`src/rtl/lane_queue_sensor.sv`:
```
// rtl/lane_queue_sensor.sv - per-lane vehicle queue model and light-sequence checker
module lane_queue_sensor #(
    parameter int QDEPTH_W      = 4,
    parameter int DEPART_CYCLES = 3
) (
    input  logic                  clk,
    input  logic                  rst,
    input  logic [3:0]            arrive,
    input  logic [3:0]            Red,
    input  logic [3:0]            Green,
    input  logic [3:0]            Yellow,
    output logic [3:0]            Traffic,
    output logic [4*QDEPTH_W-1:0] queue_cnt,
    output logic [3:0]            depart,
    output logic [3:0]            overflow,
    output logic                  conflict
);

    // Saturation value of a lane queue and the pace value on which a vehicle leaves.
    localparam logic [QDEPTH_W-1:0] CNT_MAX   = {QDEPTH_W{1'b1}};
    localparam logic [QDEPTH_W-1:0] CNT_ONE   = QDEPTH_W'(1);
    localparam logic [3:0]          PACE_LAST = 4'(DEPART_CYCLES - 1);

    logic [QDEPTH_W-1:0] cnt  [4];
    logic [3:0]          pace [4];

    logic [3:0] nonempty;
    logic [3:0] pacing;
    logic [3:0] drain;
    logic [3:0] lane_bad;
    logic       green_multi;
    logic       conflict_now;

    // Per-lane drain decision and light legality, all from registered state and current lights.
    always_comb begin
        nonempty = 4'b0000;
        pacing   = 4'b0000;
        drain    = 4'b0000;
        lane_bad = 4'b0000;
        for (int i = 0; i < 4; i++) begin
            nonempty[i] = (cnt[i] != '0);
            // A lane only makes progress while its Green is lit and vehicles are waiting.
            pacing[i]   = Green[i] && nonempty[i];
            drain[i]    = pacing[i] && (pace[i] == PACE_LAST);
            // Exactly one of Red/Green/Yellow must be lit; dark lanes are illegal too.
            case ({Red[i], Green[i], Yellow[i]})
                3'b100, 3'b010, 3'b001: lane_bad[i] = 1'b0;
                default:                lane_bad[i] = 1'b1;
            endcase
        end
        // Clearing the lowest set bit leaves something only if two or more greens are lit.
        green_multi  = ((Green & (Green - 4'd1)) != 4'd0);
        conflict_now = green_multi || (lane_bad != 4'b0000);
    end

    // Requests and the flattened count view come straight from the registered counts.
    always_comb begin
        Traffic   = nonempty;
        queue_cnt = '0;
        for (int i = 0; i < 4; i++) begin
            queue_cnt[i*QDEPTH_W +: QDEPTH_W] = cnt[i];
        end
    end

    // Queue counts, pacing, departure pulses and sticky error flags.
    always_ff @(posedge clk or posedge rst) begin
        if (rst) begin
            for (int i = 0; i < 4; i++) begin
                cnt[i]  <= '0;
                pace[i] <= 4'd0;
            end
            depart   <= 4'b0000;
            overflow <= 4'b0000;
            conflict <= 1'b0;
        end else begin
            for (int i = 0; i < 4; i++) begin
                // Partial progress is dropped whenever Green goes away or the lane empties.
                if (!pacing[i]) begin
                    pace[i] <= 4'd0;
                end else if (drain[i]) begin
                    pace[i] <= 4'd0;
                end else begin
                    pace[i] <= pace[i] + 4'd1;
                end

                // An arrival and a departure on the same edge cancel, even at full.
                if (arrive[i] && !drain[i]) begin
                    if (cnt[i] == CNT_MAX) begin
                        overflow[i] <= 1'b1;
                    end else begin
                        cnt[i] <= cnt[i] + CNT_ONE;
                    end
                end else if (drain[i] && !arrive[i]) begin
                    cnt[i] <= cnt[i] - CNT_ONE;
                end

                depart[i] <= drain[i];
            end

            if (conflict_now) begin
                conflict <= 1'b1;
            end
        end
    end

endmodule

```
`config.mk`:
```
export PLATFORM = sky130hd
export DESIGN_NAME = lane_queue_sensor
export DESIGN_NICKNAME = d
export VERILOG_FILES = /design/src/rtl/lane_queue_sensor.sv
export SDC_FILE = /design/constraint.sdc
export NUM_CORES = 1
export LEC_CHECK = 0
export CAP_MARGIN = 5
export CORE_MARGIN = 5
export CORE_UTILIZATION = 55
export DETAILED_ROUTE_END_ITERATION = 12
export PLACE_DENSITY = 0.94
export RECOVER_POWER = 25
export SLEW_MARGIN = 20
export SYNTH_ARGS = -nofsm -noshare
export SYNTH_HDL_FRONTEND = slang
export SYNTH_SLANG_ARGS = --single-unit
```
`constraint.sdc`:
```
create_clock -name clk -period 3.9 [get_ports clk]
set_clock_uncertainty 0.05 [all_clocks]
set_input_delay 0.78 -clock clk [delete_from_list [all_inputs] [get_ports clk]]
set_output_delay 0.78 -clock clk [all_outputs]
set_load 0.01 [all_outputs]
```
==> out/metrics.json <==
{
  "diodes": 0,
  "num-fill-cells": 274,
  "ant_nets": 0,
  "nNetsFinal": 294,
  "cells_after_synth": 203,
  "grt_setup_unrepaired": "no",
  "power_density_nw_per_um2": 751,
  "cts_buffers": 5,
  "grt.overflow.total": 0,
  "clock_insertion_delay_at_the_later_pin_of_the_skew_report_ps": 290,
  "maxClockFrequency_ghz": 0.341,
  "postCtsHoldBufs": 0,
  "timing.final.ws_setup_ps": 969,
  "vdd.ir_drop.worst_mv": 0.437,
  "core_area_sq_um": 4030,
  "synth_cell_types": 34,
  "grt_max_degree": 42,
  "max_slew_vio_count": 42,
  "count_of_cells_along_the_worst_register_to_register_path": 10,
  "totalWireLength_microns": 4900,
  "total_leakage_power_nw": 1.30,
  "globalplace.congestion": 0.873,
  "final.hold.worst_slack_ps": 432,
  "tightestPinTransition_ps": 2110,
  "layout_worst_path_cycle_share": 0.752,
  "route.detailed.drc": 0,
  "failed_checks": "max-capacitance violations, max-slew violations",
  "timing.final.hold_violations": 0,
  "postSynthAreaPerCell_sq_um": 11.3,
  "post-synth-top-area-cell": "sky130_fd_sc_hd__dfrtp_1",
  "overall_die_width_microns": 74.5,
  "post-synth-top-count-cell": "sky130_fd_sc_hd__dfrtp_1",
  "ctsResizeCount": 0,
  "finalCoreUtilization": 0.731,
  "synth-seq-cells": 41,
  "synth_async_sr_flop_share": 1.00,
  "maxcap_violations": 1,
  "critical_path.endpoint": "queue_cnt[3]",
  "critical_path_arrival_ps": 3100,
  "fin_crit_ps": 2930,
  "pin_count": 47,
  "via_count": 1744,
  "first_pass_grt_wire_length_microns": 8520,
  "first_global_vias": 1831,
  "worst_ep_required_time_ps": 4070,
  "wl_cell_microns": 16.0,
  "run_status": "finished with violations",
  "flow.area_growth_from_synthesis_pct": 28.6,
  "syn-num-nets": 241,
  "clk_transition_reported_paths_ps": 80,
  "final_layout_size_suffix_gt1_frac": 0.0739,
  "grt.total_usage": 0.200,
  "post_dp_hpwl_microns": 3730,
  "tritoncts_clock_tree": "built",
  "number_of_setup_violations_in_the_final_report": 0,
  "ys_top_cells_by_count": "sky130_fd_sc_hd__dfrtp_1, sky130_fd_sc_hd__nor2_1, sky130_fd_sc_hd__ha_1",
  "setup_repair_bufs_after_cts": 0,
  "start_point_of_the_critical_path": "Green[0]",
  "numClockSinks": 41,
  "core.rowCount": 23,
  "synth_flop_cell": "sky130_fd_sc_hd__dfrtp_1",
  "clockBufferDepth": 2,
  "mapped_area_sq_um": 2290,
  "initial_drt_pass_iterations": 4,
  "first_iter_violations": 73,
  "cts.root.buffer_cell": "sky130_fd_sc_hd__clkbuf_8",
  "die_area_sq_um": 5550,
  "portBuffers": 46,
  "synth_sequential_area_ratio": 0.448,
  "startpoint_type": "primary input",
  "worst_setup_path_end_kind": "flip-flop",
  "setup_tns_ps": 0,
  "initial_core_utilization": 0.568,
  "grt_antenna_before_repair": 0,
  "synthesis.yosys.warnings": 0,
  "r2r_setup_slack_ps": 1190,
  "synth_area_leaders": "sky130_fd_sc_hd__dfrtp_1, sky130_fd_sc_hd__ha_1, sky130_fd_sc_hd__xor2_1",
  "vias_per_instance": 5.68,
  "dpl_worst_slack_ps": 691,
  "r2r-end": "queue_cnt[15]",
  "origin_of_the_critical_flop_to_flop_path": "pace[0]",
  "clock_tree.htree_level_count": 2,
  "netlist.area_leader.share": 0.448,
  "crit_fanout": 7,
  "slew-limit-headroom": -0.410,
  "synth_enable_flop_cells": 0,
  "die_h_microns": 74.5,
  "timing_worst_setup_path_type": "in2reg",
  "min_path_type": "reg2reg"
}
layout make-up:
class / instances / area, sq um / area share
clock buffers: 5 / 68.8 / 0.0234
clock inverters: 3 / 65.1 / 0.0221
inverters: 9 / 33.8 / 0.0115
multi-input cells: 152 / 1220 / 0.416
flip-flops and latches: 41 / 1030 / 0.348
well taps: 50 / 62.6 / 0.0212
repair buffers: 47 / 464 / 0.158
critical path: stages:
cell	delay, ps
sky130_fd_sc_hd__clkdlybuf4s50_1	640
sky130_fd_sc_hd__o41ai_2	180
sky130_fd_sc_hd__o21ai_1	400
sky130_fd_sc_hd__ha_1	320
sky130_fd_sc_hd__a21o_1	170
sky130_fd_sc_hd__a21oi_1	170
sky130_fd_sc_hd__mux2i_1	240
sky130_fd_sc_hd__xor2_1	170
per-stage QoR:
step | total power [mW] | instances | cell area (sq um)
after floorplan | 1.40 | 203 | 2290
after global placement | 1.76 | 299 | 2820
after detailed placement | 1.83 | 299 | 2820
after CTS | 2.24 | 307 | 2950
after global routing | 2.39 | 307 | 2950
final | 2.21 | 307 | 2950
flip-flops by register name (all words and copies together), names as in the netlist:
| name | cells |
|---|---|
| pace | 16 |
| conflict | 1 |
| overflow | 4 |
| depart | 4 |
| queue_cnt | 16 |
per-layer routing:
metal  share of wire  global-route usage
met1            0.42               0.246
met2            0.51               0.347
met3           0.064              0.0459
met4          0.0090              0.0632
met5               0                   0
kinds of logic (layout without fill, tap and decap cells):
family | after synthesis | after routing | synth area share
multiplexers | 10 | 10 | 0.0437
adder cells (fa/ha/maj) | 20 | 20 | 0.122
buffers and inverters | 10 | 64 | 0.0169
AND/OR/NAND/NOR | 58 | 58 | 0.137
flip-flops | 41 | 41 | 0.448
XOR/XNOR | 24 | 24 | 0.0918
AO/OA/AOI/OAI | 40 | 40 | 0.140
layout by cell type, fill, tap and decap left out, drive strengths merged, types with 7 or more instances in the layout:
master,netlist,routed
dfrtp,41,41
mux2i,10,10
nand2,7,7
inv,9,9
ha,16,16
o21ai,8,8
xor2,13,13
xnor2,11,11
nor2,22,22
nand3,9,9
clkdlybuf4s50,0,46
power by group:
part,switching [mW],internal [mW]
logic,0.441,0.549
registers,0.244,0.581
clock network,0.143,0.254
total,0.828,1.38
worst min path at each step:
stage                     depth (start not counted)   startpoint           to
after floorplan                                   1      pace[0]      pace[0]
after detailed placement                          1  overflow[0]  overflow[0]
final                                             1  overflow[0]  overflow[0]
after global routing                              1  overflow[0]  overflow[0]
after global placement                            1  overflow[0]  overflow[0]
after CTS                                         1  overflow[0]  overflow[0]
Note: power is estimated with default switching activity, not from simulation.
